[config.mk]
export PLATFORM = sky130hd
export DESIGN_NAME = regfile_param
export DESIGN_NICKNAME = d
export VERILOG_FILES = /design/src/rtl/regfile_param.sv
export SDC_FILE = /design/constraint.sdc
export NUM_CORES = 2
export LEC_CHECK = 0
export ABC_AREA = 0
export CAP_MARGIN = 20
export CORE_MARGIN = 4
export CORE_UTILIZATION = 40
export CTS_CLUSTER_SIZE = 16
export DETAILED_ROUTE_END_ITERATION = 12
export PLACE_DENSITY = 0.53
export SLEW_MARGIN = 20
export SYNTH_ARGS = -nofsm -noshare
export SYNTH_HDL_FRONTEND = slang
export SYNTH_SLANG_ARGS = --single-unit
[constraint.sdc]
create_clock -name clk -period 2.7 [get_ports clk]
set_input_delay 0.27 -clock clk [delete_from_list [all_inputs] [get_ports clk]]
set_output_delay 0.27 -clock clk [all_outputs]
set_load 0.005 [all_outputs]
[src/rtl/regfile_param.sv]
`default_nettype none
// ============================================================================
//  Module      : regfile_param
//  Description : Parametrised register file, DEPTH x WIDTH, one synchronous
//                write port and two combinational read ports. Optional
//                hardwired-zero entry 0 (ZERO_REG) and optional write-through
//                forwarding enabled by defining the macro REGFILE_BYPASS_EN.
//  Revision    : 1.0 - initial release
// ============================================================================
module regfile_param #(
    parameter int WIDTH      = 32,
    parameter int DEPTH      = 32,
    parameter int ADDR_WIDTH = 5,
    parameter int ZERO_REG   = 1
) (
    input  logic                  clk,
    input  logic                  reset,
    input  logic                  wrenable,
    input  logic [ADDR_WIDTH-1:0] wraddr,
    input  logic [WIDTH-1:0]      wrdata,
    input  logic [ADDR_WIDTH-1:0] rdaddr1,
    output logic [WIDTH-1:0]      rddata1,
    input  logic [ADDR_WIDTH-1:0] rdaddr2,
    output logic [WIDTH-1:0]      rddata2
);

    // DEPTH expressed in ADDR_WIDTH+1 bits so it can hold 2**ADDR_WIDTH
    localparam logic [ADDR_WIDTH:0] c_depth   = DEPTH[ADDR_WIDTH:0];
    localparam logic                c_zero_en = (ZERO_REG != 0);

    logic [WIDTH-1:0] r_mem [DEPTH];

    logic w_wr_addr_ok;
    logic w_wr_valid;
    logic w_rd1_ok;
    logic w_rd2_ok;

    // Address qualification: in range, and not the hardwired zero entry
    always_comb begin
        w_wr_addr_ok = ({1'b0, wraddr} < c_depth) &&
                       !(c_zero_en && (wraddr == '0));
        w_rd1_ok     = ({1'b0, rdaddr1} < c_depth) &&
                       !(c_zero_en && (rdaddr1 == '0));
        w_rd2_ok     = ({1'b0, rdaddr2} < c_depth) &&
                       !(c_zero_en && (rdaddr2 == '0));
        w_wr_valid   = wrenable && w_wr_addr_ok && !reset;
    end

    // Storage: reset clears everything and overrides any same-edge write
    always_ff @(posedge clk) begin
        if (reset) begin
            for (int i = 0; i < DEPTH; i++) begin
                r_mem[i] <= '0;
            end
        end else if (w_wr_valid) begin
            r_mem[wraddr] <= wrdata;
        end
    end

`ifdef REGFILE_BYPASS_EN
    // Read port 1 with write-through forwarding from a valid in-flight write
    always_comb begin
        rddata1 = '0;
        if (w_rd1_ok) begin
            if (w_wr_valid && (rdaddr1 == wraddr)) begin
                rddata1 = wrdata;
            end else begin
                rddata1 = r_mem[rdaddr1];
            end
        end
    end

    // Read port 2 with write-through forwarding from a valid in-flight write
    always_comb begin
        rddata2 = '0;
        if (w_rd2_ok) begin
            if (w_wr_valid && (rdaddr2 == wraddr)) begin
                rddata2 = wrdata;
            end else begin
                rddata2 = r_mem[rdaddr2];
            end
        end
    end
`else
    // Read port 1: stored contents; zero entry and out-of-range read as 0
    always_comb begin
        rddata1 = '0;
        if (w_rd1_ok) begin
            rddata1 = r_mem[rdaddr1];
        end
    end

    // Read port 2: stored contents; zero entry and out-of-range read as 0
    always_comb begin
        rddata2 = '0;
        if (w_rd2_ok) begin
            rddata2 = r_mem[rdaddr2];
        end
    end
`endif

endmodule
`default_nettype wire

**After elaboration in Yosys (flattened, before gate mapping)**

Memory sizes are Yosys's and may differ from the RTL's.
Cells that the tools add are included.

- Register bits: 0
- Bits in writable memories: 1024
- Bits of input ports: 50
- Output and inout bits: 64
- Word-level logic and storage cells: 19
- Memories kept: 1

Memory list:

| name | depth | width | read ports | clocked after Yosys merged registers in | wr ports | RTL line | RTL |
|---|---|---|---|---|---|---|---|
| r_mem | 32 | 32 | 2 | 0 | 32 | 31 | `logic [WIDTH-1:0] r_mem [DEPTH];` |

- Mux-type cells: 10
- Reductions and logical operators: 8

Operators by type and width:

| kind | number |
|---|---|
| two-way mux 32 bit | 3 |
| OR reduction 32 bit | 1 |
| logical NOT 5 bit | 3 |
| two-way mux 1 bit | 6 |
| two-way mux 5 bit | 1 |
| logical AND 1 bit | 2 |
| logical NOT 1 bit | 2 |

**Logic depth before layout (Yosys ltp)**

- Word-level depth: 9
- Depth in mapped cells: 9
- Gate-level depth less buffers: 4

**Worst setup path before layout**

Ideal clock, no wire load.

- Kind: input -> register
- Start point: input wraddr[1]
- End point: memory r_mem[12][0] (enable)
- Setup time: 0.375 ns
- Data arrival time: 1.816 ns
- Data required time: 2.325 ns
- Slack: 0.509 ns
- Stages: 4
- Path buffers: 1
- Cells stage by stage: or4b_2 clkbuf_1 nor2_1 or2_2

RTL lines:

| element | RTL line | RTL |
|---|---|---|
| from (decl) | 19 | `input logic [ADDR_WIDTH-1:0] wraddr,` |
| to (decl) | 31 |  |

==> results.tsv <==
metric	value	unit
outcome	complete, but fails checks	
failing checks	setup timing	
CTS Buf Count	113	
Cells after Synth	3502	
row count	134	
Syn Area/Cell	15.5	um^2
Worst EP required	2430	ps
slew at the pin closest to its max-slew limit	1100	ps
final net count	3953	
CP top delay family	multiplexers	
Synth Cell Area	54200	um^2
layout cells sized above 1	0.382	
clock root cell	clkbuf_16	
critical path class	reg -> out	
Levels on crit path	5	
area grow syn2layout	24.0	%
largest net degree at the start of global routing	64	
crit path launch	r_mem[31][27]	
post-DR vias/cell	6.08	
WL final	194000	um
worst vdd ir	0.531	mV
leakage	23.7	nW
most area-consuming cells after synthesis	edfxtp_1 (57%), mux4_2 (20%), and2_1 (11%), mux2i_1 (2.8%), clkbuf_1 (1.9%)	
Min Hold Slack	352	ps
post-route ant nets	0	
Synth top cells by count	edfxtp_1 (1024), and2_1 (995), mux4_2 (472), clkbuf_1 (274), mux2i_1 (150)	
Placed Instances	5557	
Hold Path Stages	2	
Finish-stage setup viols	56	
core area	134000	um^2
hold path start	reset	
HP Class	in -> reg	
Ports	114	
Wirelength per Cell	33.6	um
most common cell in the netlist	edfxtp_1	
gp weighted congestion	0.890	
setup slack after layout	-389	ps
Synth top area share	0.567	
Synth Flop Type	edfxtp_1	
Initial DRC Count	4174	
die width	376	um
PortBufs	113	
CP Max Fanout	2	
# clock sinks	1024	
Syn. warnings	0	
pins over their slew limit	0	
CP cell instances	mux4_2 -> mux4_2 -> o22ai_2 -> nor3_1 -> dlygate4sd2_1	
Top cell by count, worst path	mux4_2	
first drt pass iteration count	5	
period utilisation layout	1.14	
fin util	0.501	
Critical Path Slowest Stage Cell	mux4_2	
initial core utilization	0.404	
first-pass GRT wire length	275000	um
# Max-Cap Violations	0	
RSZ-0062 raised after global routing	true	
Period minus WS final	3090	ps
CP Capture Type	output pin	
Pwr Density	592	nW/um^2
Post-synth EDFFs	1024	
largest reg by FF count	r_mem	
Non-Filler Instances	5768	
Die Ht	376	um
top flop regs	r_mem: 1024 flops	
worst rel slew slack	0.265	
Critical Path Max Stage Delay	590	ps
Clock Tree Buf Depth	3	
Fin Setup TNS	-9280	ps
Via Count	35100	
Overall Global Routing Usage	0.273	
H-tree levels	3	
number of unique standard cell types used by synthesis	42	
Highest Clock Rate	324	MHz
CTS tree	done	
flops & latches, synth	1024	
Largest register FFs	1024	
total power	39.8	mW
CP Launch Type	flop	
worst path arrival time	2820	ps
antenna violations before repair	7	
Hold Fails Final Rpt	0	
sequential element share of the synthesized area	0.567	
DP HPWL	128000	um
vias in the first global route	37000	
Clock Pin Slew Worst Setup and Hold Paths	60	ps
total gr overflow	0	
CTS Hold Bufs	0	
Buf/Inv on CP	1	
Synth async-reset ratio	0	
area leader, netlist	edfxtp_1	
Die ar.	142000	um^2
drt drc	0	
## layout by cell type (no fill, tap or decap), drive strengths merged, types with 7 or more instances in the layout
cell type / Yosys / layout
clkdlybuf4s50: 0 / 39
buf: 113 / 594
mux2: 30 / 30
o22ai: 103 / 103
a21oi: 12 / 12
clkinv: 0 / 51
nor2b: 14 / 14
conb: 1 / 32
a22o: 51 / 51
nor2: 36 / 36
mux2i: 150 / 150
a22oi: 16 / 16
a2111oi: 55 / 55
and2: 995 / 995
nor3: 54 / 54
or2: 33 / 33
edfxtp: 1024 / 1024
nand2: 7 / 7
clkbuf: 274 / 149
mux4: 472 / 472
a211oi: 7 / 7
## repair_timing
action,CTS,global route
gates cloned,0,0
gates resized for setup,559,19
endpoints found under the setup margin,64,64
buffers inserted,30,12
pin swaps,125,35
## cell type report
class                   count  area [um^2]
well taps                1768         2210
fillers                 11100        66900
repair buffers            642         6680
clock buffers             146         3040
clock inverters            62          448
multi-input cells        2120        24100
diodes                      4         10.0
inverters                   2         7.51
flip-flops and latches   1024        30700
## per-layer routing
layer / up-vias / GRT usage / routed length (um)
met4: 0 / 0.110 / 8960
met1: 18500 / 0.370 / 77200
met2: 1789 / 0.445 / 93000
met3: 388 / 0.0420 / 14500
li1: 14400 / - / -
met5: - / 0 / 0
## power by group
group | switching, mW | internal [mW]
sequential | 0.488 | 18.4
clock | 6.53 | 8.44
combinational | 3.15 | 2.85
total | 10.2 | 29.7
## path summary, 6_finish.rpt
path,endpoint
setup / recovery,rddata2[27]
hold / removal,r_mem[0][25]
## kinds of logic after synthesis
kind of cell | Yosys count | share of synthesized area
compound gates | 259 | 0.0365
other cells | 1 | 0.0000691
simple gates | 1177 | 0.133
flops | 1024 | 0.567
buf+inv | 389 | 0.0334
mux | 652 | 0.230
## per-stage QoR
stage          setup WS [ps]  instance area, um^2
3_3_place_gp            -721                61900
3_5_place_dp            -738                61900
4_1_cts                 -448                67100
6_report                -389                67300
5_1_grt                 -449                67300
2_1_floorplan            509                54400
Power figures use the tool's default switching activity.
